[src/rtl/mux_pipe.sv]
// mux_pipe: pipelined, back-pressured N:1 radix-4 select tree per lane, one register level per tree level.
// Define MUX_PIPE_SEL_CHECK_EN to add the sticky out-of-range select flag on ERR.
module mux_pipe #(
  parameter int DATA_WIDTH = 16,
  parameter int NUM_DATA = 16,
  parameter int NUM_LANES = 1,
  localparam int CTRL_WIDTH = (NUM_DATA > 1) ? $clog2(NUM_DATA) : 1,
  localparam int LATENCY = (CTRL_WIDTH + 1) / 2
) (
  input  logic                            clk,
  input  logic                            reset,
  input  logic [DATA_WIDTH*NUM_DATA-1:0]  DATA_IN,
  input  logic [CTRL_WIDTH*NUM_LANES-1:0] CTRL_IN,
  input  logic                            IN_VALID,
  output logic                            IN_READY,
  output logic [DATA_WIDTH*NUM_LANES-1:0] DATA_OUT,
  output logic                            OUT_VALID,
  input  logic                            OUT_READY,
  output logic                            ERR
);
  localparam int PW = 4 ** LATENCY;
  localparam int SW = 2 * LATENCY;
  logic                         w_en;
  logic [LATENCY-1:0]           r_valid;
  logic [LATENCY:0]             w_v;
  logic [PW*DATA_WIDTH-1:0]     w_pad;
  assign w_en = !OUT_VALID || OUT_READY;
  assign IN_READY = w_en;
  assign w_v = {r_valid, IN_VALID};
  assign OUT_VALID = w_v[LATENCY];
  // Zero padding up to a full 4^LATENCY tree makes every out-of-range select decode to zero.
  assign w_pad = (PW*DATA_WIDTH)'(DATA_IN);
  always_ff @(posedge clk)
    if (reset) r_valid <= '0;
    else if (w_en) r_valid <= w_v[LATENCY-1:0];
  for (genvar l = 0; l < NUM_LANES; l++) begin : g_lane
    logic [SW-1:0] w_sel0;
    assign w_sel0 = (NUM_DATA > 1) ? SW'(CTRL_IN[l*CTRL_WIDTH +: CTRL_WIDTH]) : '0;
    for (genvar k = 0; k < LATENCY; k++) begin : g_lvl
      localparam int NO = 4 ** (LATENCY - k - 1);
      localparam int SI = SW - 2 * k;
      logic [4*NO*DATA_WIDTH-1:0] w_in;
      logic [SI-1:0]              w_sel;
      logic [NO*DATA_WIDTH-1:0]   r_out;
      if (k == 0) begin : g_first
        assign w_in = w_pad;
        assign w_sel = w_sel0;
      end else begin : g_next
        assign w_in = g_lvl[k-1].r_out;
        assign w_sel = g_lvl[k-1].g_fwd.r_sel;
      end
      // Data only loads behind a valid word so bubbles leave the held output untouched.
      always_ff @(posedge clk)
        if (reset) r_out <= '0;
        else if (w_en && w_v[k])
          for (int j = 0; j < NO; j++)
            r_out[j*DATA_WIDTH +: DATA_WIDTH] <= w_in[(4*j + int'(w_sel[1:0]))*DATA_WIDTH +: DATA_WIDTH];
      if (SI > 2) begin : g_fwd
        logic [SI-3:0] r_sel;
        always_ff @(posedge clk)
          if (reset) r_sel <= '0;
          else if (w_en && w_v[k]) r_sel <= w_sel[SI-1:2];
      end
    end
    assign DATA_OUT[l*DATA_WIDTH +: DATA_WIDTH] = g_lvl[LATENCY-1].r_out;
  end
`ifdef MUX_PIPE_SEL_CHECK_EN
  logic [NUM_LANES-1:0] w_oor;
  logic                 r_err;
  for (genvar l = 0; l < NUM_LANES; l++) begin : g_chk
    assign w_oor[l] = (NUM_DATA > 1) && (int'(CTRL_IN[l*CTRL_WIDTH +: CTRL_WIDTH]) >= NUM_DATA);
  end
  always_ff @(posedge clk)
    if (reset) r_err <= 1'b0;
    else if (IN_VALID && w_en && |w_oor) r_err <= 1'b1;
  assign ERR = r_err;
`else
  assign ERR = 1'b0;
`endif
endmodule

[config.mk]
export PLATFORM = sky130hd
export DESIGN_NAME = mux_pipe
export DESIGN_NICKNAME = d
export VERILOG_FILES = /design/src/rtl/mux_pipe.sv
export SDC_FILE = /design/constraint.sdc
export NUM_CORES = 1
export LEC_CHECK = 0
export CORE_UTILIZATION = 40
export CTS_BUF_LIST = sky130_fd_sc_hd__clkbuf_4 sky130_fd_sc_hd__clkbuf_8 sky130_fd_sc_hd__clkbuf_16
export DETAILED_ROUTE_END_ITERATION = 8
export PLACE_DENSITY = 0.86
export SLEW_MARGIN = 20
export SYNTH_ARGS = -nofsm -noshare
export SYNTH_HDL_FRONTEND = slang
export SYNTH_SLANG_ARGS = --single-unit
[constraint.sdc]
create_clock -name clk -period 2.75 [get_ports clk]
set_input_delay 0.6875 -clock clk [delete_from_list [all_inputs] [get_ports clk]]
set_output_delay 0.6875 -clock clk [all_outputs]
set_load 0.03 [all_outputs]
# Word level (Yosys, flattened, before mapping)
# Cells that the tools add are included.
# totals
regBits	84
in_bits	264
wordCells	16
# classes
addsub	3
shift	5
n_reduce_logical	4
# ops
operator	count
$shiftx 256x10->16	2
$shiftx 256x7->16	1
$shiftx 256x9->16	1
$shiftx 64x7->16	1
$add 4x2->5 const A	2
$add 3x2->4 const A	1
$logic_and 1x1->1	2
$logic_not 1->1	1
$logic_or 1x1->1	1

# Longest topological paths before layout
# Gate-level depths: netlist (run 1).
# depth
ltp_word	3
mapped_depth	6

# Worst setup path after synthesis (run 1)
# OpenSTA, ideal clock, no wires.
# synth_timing
kind	input port to flip-flop
from	in CTRL_IN[0]
to	reg g_lane[0].g_lvl[0].r_out[0]
t_arrival_ns	1.676
t_required_ns	2.633
path_slack_ns	0.957
stages	4
path_buffers	2
path_cell_list	buf_6 -> buf_6 -> mux4_2 -> a22o_1
# synth_via
elab_chain_len	1
# synth_lines
item	line_no	rtl
from (decl)	13	input logic [CTRL_WIDTH*NUM_LANES-1:0] CTRL_IN,
$shiftx 256x7->16	57	r_out[j*DATA_WIDTH +: DATA_WIDTH] <= w_in[(4*j + int'(w_sel[1:0]))*DATA_WIDTH +: DATA_WIDTH];
to (signal, indexed assignment)	57	
to (decl)	44	logic [NO*DATA_WIDTH-1:0] r_out;
# No other way between the ends.
# A chain may end at the register's enable or synchronous reset.

# Final worst setup path (run 1)
# layout_timing
from	in OUT_READY
to	out IN_READY
# layout_via
elab_chain_len	1
# layout_lines
item	line_no	rtl
from (decl)	18	input logic OUT_READY,
$logic_or 1x1->1	27	assign w_en = !OUT_VALID || OUT_READY;
to (decl)	15	output logic IN_READY,
# No other way between the ends.

==> results of run 1 <==
## kinds of logic after synthesis
family / count (synthesis)
flip-flops: 84
AO/OA/AOI/OAI: 87
other: 1
buffers and inverters: 37
AND/OR/NAND/NOR: 9
multiplexers: 80
## power groups by stage
stage          clock network (mW)  logic [mW]  registers [mW]
6_report                     1.29       0.854            1.36
5_1_grt                      1.37       0.908            1.37
4_1_cts                      1.31       0.862            1.36
3_5_place_dp                    0       0.859            1.38
3_3_place_gp                    0       0.841            1.38
2_1_floorplan                   0       0.401            1.38
## flip-flops by register name, indices dropped and copies added, names as in the netlist
signal and count:
g_lane.g_lvl.g_fwd.r_sel 2, g_lane.g_lvl.r_out 64, DATA_OUT 16, r_valid 2
## worst paths after layout
kind                                startpoint                      endpoint  slack [ns]  cells after the start
max                                  OUT_READY                      IN_READY        0.08                      4
min               g_lane[0].g_lvl[0].r_out[56]  g_lane[0].g_lvl[0].r_out[56]        0.48                      1
max reg2reg  g_lane[0].g_lvl[0].g_fwd.r_sel[1]                  DATA_OUT[14]        1.08                      2
min reg2reg       g_lane[0].g_lvl[0].r_out[56]  g_lane[0].g_lvl[0].r_out[56]        0.48                      1
## placed cells by master (no fill, tap or decap)
cell type	instances
inv_2	1
inv_4	1
clkdlybuf4s50_1	279
nor3_4	1
mux4_2	80
a22o_1	80
conb_1	1
nor2b_1	1
a21oi_4	1
nand3_1	2
a21oi_2	1
inv_6	3
clkinv_2	2
buf_12	4
a21oi_1	3
dfxtp_1	84
buf_2	1
clkbuf_16	9
nor2_1	2
nor3b_4	1
o21ai_0	2
bufinv_16	2
nand2_1	2
buf_4	6
## per-layer routing
metal / GRT usage, % / share of wire, % / vias up
li1: - / - / 1814
met1: 27.4 / 36 / 1959
met2: 45.0 / 54 / 188
met3: 6.10 / 7.7 / 25
met4: 7.63 / 2.5 / 0
met5: 0 / 0 / -
## final cells by class
class | count | area, µm² | share of cell area, %
multi-input cells | 177 | 2620 | 33.9
inverters | 2 | 10.0 | 0.129
flip-flops and latches | 84 | 1680 | 21.7
repair buffers | 290 | 2920 | 37.8
clock buffers | 9 | 225 | 2.91
clock inverters | 7 | 96.3 | 1.25
well taps | 140 | 175 | 2.27
## synthesized netlist by cell type
library cell	number	area share [%]
inv_4	1	0.14
nor3_4	1	0.36
a21oi_1	3	0.33
buf_4	4	0.66
a21oi_2	1	0.19
dfxtp_1	84	37
nor3b_2	1	0.27
a22o_1	80	15
buf_6	15	3.7
a21oi_4	1	0.36
conb_1	1	0.082
o21ai_0	2	0.22
nor2_1	2	0.16
inv_2	1	0.082
buf_2	10	1.1
nand2_1	2	0.16
nand3_1	2	0.22
nor2b_1	1	0.14
mux4_2	80	39
clkbuf_1	6	0.49
## metrics by stage
| stage | setup WS [ns] | utilization, % | power, mW |
|---|---|---|---|
| CTS | 0.0849 | 70.4 | 3.53 |
| finish | 0.0841 | 70.4 | 3.50 |
| floorplan | 0.957 | - | 1.78 |
| global route | 0.0277 | 70.4 | 3.65 |
| global placement | 0.101 | 67.4 | 2.22 |
| detailed placement | 0.0390 | 67.4 | 2.24 |
## worst max-delay path: cells and delay by family
| family | cells | cell delay, ns |
|---|---|---|
| and+or+nand+nor | 1 | 0.26 |
| buffers and inverters | 3 | 1.03 |
==> summary.md, run 1 <==
| Metric | Value |
|---|---|
| Status | completed |
| Critical Path RT | ~2.1 ns |
| Total iterations of the first detailed-routing run | 4 |
| ANT cells | 0 |
| Max-cap violations | 0 |
| Critical path endpoint category | primary output |
| Largest family of logic cells by synthesized area | multiplexers |
| Placed Instances | 693 |
| RSZ-0062 raised after global routing | false |
| Synth Area in Adders | 0% |
| Worst Tran Pin Value | 0.835 ns |
| Std cell rows | 38 |
| Final setup fails | 0 |
| Via density | between 5 and 6 |
| Overflow after GRT | 0 |
| Psw | 0.796 mW |
| Clock latency on the worst-skew pair | around 0.33 ns |
| Switching share of power | 22.7% |
| DIE AREA | around 12,000 µm² |
| Clock Tree Root | clkbuf_16 |
| Synth Net Count | between 500 and 600 |
| Placed Area | 7410 µm² |
| First-pass GRT wire length | 21.8 mm |
| Die H | 109 µm |
| Final hold slack | 0.478 ns |
| Initial DRC count | 160 |
| Mapped Cells | 298 |
| Cts repair resizes | 0 |
| Core ar. | 11,000 µm² |
| Die width | 109 µm |
| Global-route usage over all layers | 24.4% |
| Total length of routed wires | 14.3 mm |
| Synth warn | 0 |
| Layout cells sized above 1 | 19.9% |
| Wire per inst | 20.2 µm |
| Largest net degree at the start of global routing | 65 |
| Slew headroom | 44.3% |
| Clock sink count | between 80 and 90 |
| Number of vias in the routed layout | between 3,000 and 4,000 |
| Finished Cell Area | 7730 µm² |
| F_max | 375 MHz |
| Startpoint Class | input pin |
| Post-DP HPWL | 11.1 mm |
| Unique cell type count in the Yosys netlist | 20 |
| Synth Area in Compound Gates | 16.4% |
| Top-level I/O count | 283 |
| Hold Buf Count CTS | 0 |
| Sum Neg Setup Slack | 0 ns |
| PwrDens | 453 nW/µm² |
| H-tree depth | 3 |
| Vias in the first global route | 4,327 |
| Fin. Hold Viols | 0 |
| Clock period minus worst slack | 2.67 ns |
| Fillers | 775 |
| Initial core utilization | a little over two fifths |
| CP max stage cell | clkdlybuf4s50_1 |
| Post-synthesis simple-gate area fraction | 1.31% |
| #FFs+latches synth | 84 |
| CP peak stage delay | 0.59 ns |
| WS Path Type | input pin to primary output |
| Leak pwr | 2.83 nW |
| CP arrival | 1.98 ns |
| Setup bufs post-CTS | 0 |
| Multiplexer share of the synthesized area | 39.3% |
| Finished Layout Cells | 709 |
| Synthesis-to-finish area growth | 68.9% |
| Hold Crit Class | flip-flop to flip-flop |
| Comb power frac | between 20% and 30% |
| Routability cong. | about 0.77 |
| CTS Buf Count | 9 |
| Drt drc | 0 |
| Initial antenna violation count | 0 |
| Clock slew at reported path FFs | 0.06 ns |
| Layout Nets | 828 |
| CP most frequent cell | clkdlybuf4s50_1 |
| Crit Path Max Fanout | 2 |
| Synthesized cell area | 4580 µm² |
| Crit path cell chain | clkdlybuf4s50_1, nor2b_1, inv_4, clkdlybuf4s50_1 |
| Fin crit share | 96.9% |
| Setup Skew | approximately 0.0061 ns |
| Slew Limit Fails | 0 |
| PortBufs | around 280 |
| CTS tree | built |
| Mean Syn Cell Area | 15.4 µm² |
| Bufs on Longest Clock Path | 2 |
| Clock share of power | 36.8% |
| Worst VDD drop | 0.506 mV |
| XOR/XNOR share of the synthesized area | 0% |
| Sequential power share | 38.8% |
| Internal Power | 2.70 mW |
| Register area share after synthesis | 36.7% |
| DRT antenna net count | 0 |
Power figures use the tool's default switching activity.
==> run 2: changes to the inputs <==
==> constraint.sdc (replaced) <==
create_clock -name clk -period 2.75 [get_ports clk]
set_input_delay 0.55 -clock clk [delete_from_list [all_inputs] [get_ports clk]]
set_output_delay 0.55 -clock clk [all_outputs]
set_load 0.03 [all_outputs]
==> summary.md, run 2 (synthesized netlist as in run 1, its figures left out) <==
| Metric | Value |
|---|---|
| CTS Buf Count | 9 |
| Synthesis-to-finish area growth | 69.2% |
| Slew Limit Fails | 0 |
| Core ar. | 11,000 µm² |
| Worst r2r src | r_valid[1] |
| Largest net degree at the start of global routing | 65 |
| Sequential power share | 38.6% |
| Clock latency on the worst-skew pair | about 0.34 ns |
| R2R depth | 5 |
| Global-route usage over all layers | 24.5% |
| DRT antenna net count | 0 |
| Most common cell after layout, fill and taps aside | clkdlybuf4s50_1 |
| Final Util | 70.6% |
| Hold_sp | DATA_OUT[14] |
| Hold Path Stages | 1 |
| PortBufs | 281 |
| Max-cap violations | 0 |
| Leak pwr | 2.84 nW |
| PwrDens | roughly 450 nW/µm² |
| Crit Path Max Fanout | 6 |
| Via density | between 5 and 6 |
| First-pass GRT wire length | 21.7 mm |
| DIE AREA | roughly 12,000 µm² |
| CTS tree | built |
| Hold Crit Class | flip-flop to flip-flop |
| Clock share of power | 37.0% |
| Post-DP HPWL | 11.3 mm |
| Worst Tran Pin Value | between 0.8 and 0.9 ns |
| Internal Power | 2.71 mW |
| Overflow after GRT | 0 |
| Clock Tree Root | clkbuf_16 |
| CP arrival | 1.94 ns |
| Wire per inst | 20.3 µm |
| Final setup fails | 0 |
| Initial core utilization | 41.7% |
| Clock sink count | 84 |
| Comb power frac | 24.4% |
| Clock period minus worst slack | between 2 and 2.5 ns |
| Worst VDD drop | 0.388 mV |
| Number of flip-flops under the largest register name | 64 |
| Commonest cells after routing, fill and taps aside | 279 x clkdlybuf4s50_1, 84 x dfxtp_1, 80 x mux4_2, 80 x a22o_1, 9 x clkbuf_16 |
| Startpoint Class | input pin |
| Total iterations of the first detailed-routing run | 5 |
| Final hold slack | 0.478 ns |
| Setup Skew | 0.00396 ns |
| Clock slew at reported path FFs | 0.06 ns |
| Fin. Hold Viols | 0 |
| Drt drc | 0 |
| Initial antenna violation count | 0 |
| H-tree depth | 3 |
| Status | completed |
| Number of vias in the routed layout | 3,971 |
| Fin crit share | 90.5% |
| Sum Neg Setup Slack | 0 ns |
| Bufs on Longest Clock Path | 2 |
| Vias in the first global route | 4,237 |
| Die width | 109 µm |
| WS Path Type | input pin to primary output |
| F_max | 402 MHz |
| Critical Path RT | 2.20 ns |
| Critical path endpoint category | primary output |
| Switching share of power | about 23% |
| RR Endpoint | DATA_OUT[10] |
| Total length of routed wires | 14.4 mm |
| RSZ-0062 raised after global routing | false |
| Cts repair resizes | 0 |
| Die H | 109 µm |
| Largest Register | g_lane.g_lvl.r_out |
| Psw | 0.812 mW |
| Std cell rows | 38 |
| Routability cong. | 0.762 |
| ANT cells | 0 |
| Reg-to-reg slack, setup | 1.10 ns |
| Setup bufs post-CTS | 0 |
| Hold Path Sink | DATA_OUT[14] |
| Layout cells sized above 1 | approximately a fifth |
| Hold Buf Count CTS | 0 |
| Slew headroom | 43.5% |
| Initial DRC count | ~160 |
| Layout Nets | 829 |
| Top-level I/O count | 283 |
## run 2: worst max-delay path by stage
stage                          start                           to  slack [ns]  cells past startpoint
after detailed placement   OUT_READY                     IN_READY        0.27                      4
after global routing       OUT_READY                     IN_READY        0.24                      4
after global placement     OUT_READY                     IN_READY        0.32                      4
after CTS                  OUT_READY                     IN_READY        0.26                      4
final                      OUT_READY                     IN_READY        0.26                      4
after floorplan           CTRL_IN[0]  g_lane[0].g_lvl[0].r_out[0]        1.09                      4
## run 2: through the flow
step / instance area, µm² / power, mW / instances / setup WS, ns
after floorplan: 4580 / 1.78 / 298 / 1.09
after global placement: 7430 / 2.22 / 694 / 0.319
after detailed placement: 7430 / 2.25 / 694 / 0.266
after CTS: 7750 / 3.55 / 710 / 0.256
after global routing: 7750 / 3.65 / 710 / 0.239
final: 7750 / 3.52 / 710 / 0.260
## run 2: layer usage
| metal | track usage [%] | vias to the layer above | wire, µm |
|---|---|---|---|
| li1 | - | 1819 | - |
| met1 | 28.3 | 1944 | 5420 |
| met2 | 44.3 | 183 | 7740 |
| met3 | 5.44 | 25 | 930 |
| met4 | 8.20 | 0 | 319 |
| met5 | 0 | - | 0 |
## run 2: cell type report
class                           instances  area (µm²)
Clock buffer                            9         225
Clock inverter                          7        98.8
Fill cell                             749        3230
Inverter                                2        10.0
Multi-Input combinational cell        177        2620
Sequential cell                        84        1680
Tap cell                              140         175
Timing Repair Buffer                  291        2940
## run 2: power by group through the flow
stage | sequential (mW) | clock [mW] | combinational (mW)
final | 1.36 | 1.30 | 0.858
after global routing | 1.37 | 1.37 | 0.911
after CTS | 1.36 | 1.32 | 0.866
after detailed placement | 1.38 | 0 | 0.862
after global placement | 1.38 | 0 | 0.843
after floorplan | 1.38 | 0 | 0.401
## run 2: worst max-delay path: stages
cell             delay [ns]
clkdlybuf4s50_1        0.42
nor2b_1                0.26
inv_4                  0.10
clkdlybuf4s50_1        0.60
==> run 3: changes to the inputs <==
Settings changed: PLACE_DENSITY 0.86 to 0.94.
==> summary.md, run 3 (synthesized netlist as in run 1, its figures left out) <==
| Metric | Value |
|---|---|
| Global-route usage over all layers | 26.2% |
| Setup bufs post-CTS | 0 |
| DP Worst Slack | 0.304 ns |
| Wire per inst | 21.5 µm |
| DIE AREA | 11,900 µm² |
| Hold Buf Count CTS | 0 |
| Layout cells sized above 1 | 20.0% |
| Critical Path RT | 2.20 ns |
| Final setup fails | 0 |
| Largest Register | g_lane.g_lvl.r_out |
| Core ar. | 11,000 µm² |
| Initial DRC count | ~210 |
| Vias in the first global route | 4,426 |
| Bufs on Longest Clock Path | 2 |
| Clock sink count | between 80 and 90 |
| Fillers | 748 |
| Critical path endpoint category | primary output |
| CP Depth | 4 |
| First-pass GRT wire length | around 23 mm |
| R2R depth | 2 |
| Die width | 109 µm |
| Worst VDD drop | roughly 0.25 mV |
| Slew Limit Fails | 0 |
| Routability cong. | 0.821 |
| Layout Nets | 829 |
| Crit path cell chain | clkdlybuf4s50_1, nor2b_1, inv_4, clkdlybuf4s50_1 |
| Most common cell after layout, fill and taps aside | clkdlybuf4s50_1 |
| PortBufs | roughly 280 |
| Setup Skew | 0.0109 ns |
| CP Capture Point | IN_READY |
| CP max stage cell | clkdlybuf4s50_1 |
| CP peak stage delay | 0.60 ns |
| Flip-flop and latch area | 1680 µm² |
| Overflow after GRT | 0 |
| DRT antenna net count | 0 |
| Hold Crit Class | flip-flop to flip-flop |
| Total iterations of the first detailed-routing run | 4 |
| Clock period minus worst slack | around 2.5 ns |
| Drt drc | 0 |
| Fin crit share | 89.5% |
| Number of vias in the routed layout | 4,053 |
| Max-cap violations | 0 |
| Leak pwr | between 2 and 3 nW |
| Finished Cell Area | 7720 µm² |
| Status | completed |
| RR Endpoint | DATA_OUT[1] |
| H-tree depth | 3 |
| Via density | 5.71 |
| PwrDens | 446 nW/µm² |
| Largest net degree at the start of global routing | 65 |
| WS Path Type | input pin to primary output |
| CTS tree | built |
| Worst Tran Pin Value | 0.910 ns |
| Sum Neg Setup Slack | 0 ns |
| Clock Tree Root | clkbuf_16 |
| Fin. Hold Viols | 0 |
| Number of flip-flops under the largest register name | 64 |
| F_max | between 400 and 500 MHz |
| Die H | 109 µm |
| Crit path buffers/inverters | 3 |
| ANT cells | 0 |
| Crit Path Max Fanout | 6 |
| Std cell rows | 38 |
| CP arrival | 1.91 ns |
| RSZ-0062 raised after global routing | false |
| Synthesis-to-finish area growth | 68.6% |
| Startpoint Class | input pin |
| Total length of routed wires | 15.3 mm |
| Post-DP HPWL | 12.1 mm |
| Clock latency on the worst-skew pair | 0.33 ns |
| CP top delay family | buffers and inverters |
| Top-level I/O count | about 280 |
| Initial core utilization | a little over two fifths |
| Crit path launch | OUT_READY |
| Worst Setup Slack, final | 0.290 ns |
| Placed Area | 7410 µm² |
| Area of the multi-input gates | about 2600 µm² |
| Reg-to-reg slack, setup | between 1 and 1.5 ns |
| Placed Instances | roughly 700 |
| Initial antenna violation count | 0 |
| Cts repair resizes | 0 |
| CP most frequent cell | clkdlybuf4s50_1 |
| Commonest cells after routing, fill and taps aside | 279 x clkdlybuf4s50_1, 84 x dfxtp_1, 80 x mux4_2, 80 x a22o_1, 9 x clkbuf_16 |
| Clock slew at reported path FFs | 0.06 ns |
| Finished Layout Cells | 710 |
| Tot Pwr | about 3.4 mW |
| CTS Buf Count | 9 |
| Worst r2r src | g_lane[0].g_lvl[0].g_fwd.r_sel[1] |
| Slew headroom | 39.2% |
[run 3: changes by cell type in the layout (fill, tap and decap cells not counted), sizes merged]
cell	before	now
clkbuf	9	11
clkinvlp	1	3
inv	4	2
bufinv	2	1
clkinv	2	1
[run 3: routing by layer]
metal | GRT usage [%] | routed length, µm | share of wire [%] | vias up
li1 | - | - | - | 1812
met1 | 32.2 | 5830 | 38 | 2019
met2 | 45.6 | 8000 | 52 | 196
met3 | 5.14 | 1150 | 7.5 | 26
met4 | 9.07 | 286 | 1.9 | 0
met5 | 0 | 0 | 0 | -
[run 3: how the worst min path moves through the flow]
stage	from	to	slack, ns	cells past startpoint
3_3_place_gp	g_lane[0].g_lvl[0].r_out[50]	g_lane[0].g_lvl[0].r_out[50]	0.46	1
4_1_cts	g_lane[0].g_lvl[0].r_out[41]	g_lane[0].g_lvl[0].r_out[41]	0.48	1
5_1_grt	g_lane[0].g_lvl[0].r_out[41]	g_lane[0].g_lvl[0].r_out[41]	0.49	1
3_5_place_dp	g_lane[0].g_lvl[0].r_out[52]	g_lane[0].g_lvl[0].r_out[52]	0.46	1
6_report	g_lane[0].g_lvl[0].r_out[41]	g_lane[0].g_lvl[0].r_out[41]	0.47	1
2_1_floorplan	g_lane[0].g_lvl[0].r_out[54]	g_lane[0].g_lvl[0].r_out[54]	0.44	1
[run 3: power breakdown]
group	switching [mW]	internal, mW	leakage [nW]
logic	0.260	0.602	1.99
clock network	0.477	0.740	0.141
registers	0.0589	1.30	0.690
total	0.796	2.64	2.82
[run 3: cell type report]
cell class                      instances  share of cell area, %
Tap cell                              140                   2.27
Clock inverter                          5                  0.794
Clock buffer                           11                   3.19
Inverter                                2                  0.130
Timing Repair Buffer                  291                   38.0
Multi-Input combinational cell        177                   33.9
Sequential cell                        84                   21.8
[run 3: through the flow]
stage                     utilization [%]  hold slack [ns]
final                                70.3            0.475
after global routing                 70.3            0.491
after floorplan                         -            0.437
after global placement               67.5            0.457
after CTS                            70.3            0.476
after detailed placement             67.5            0.461
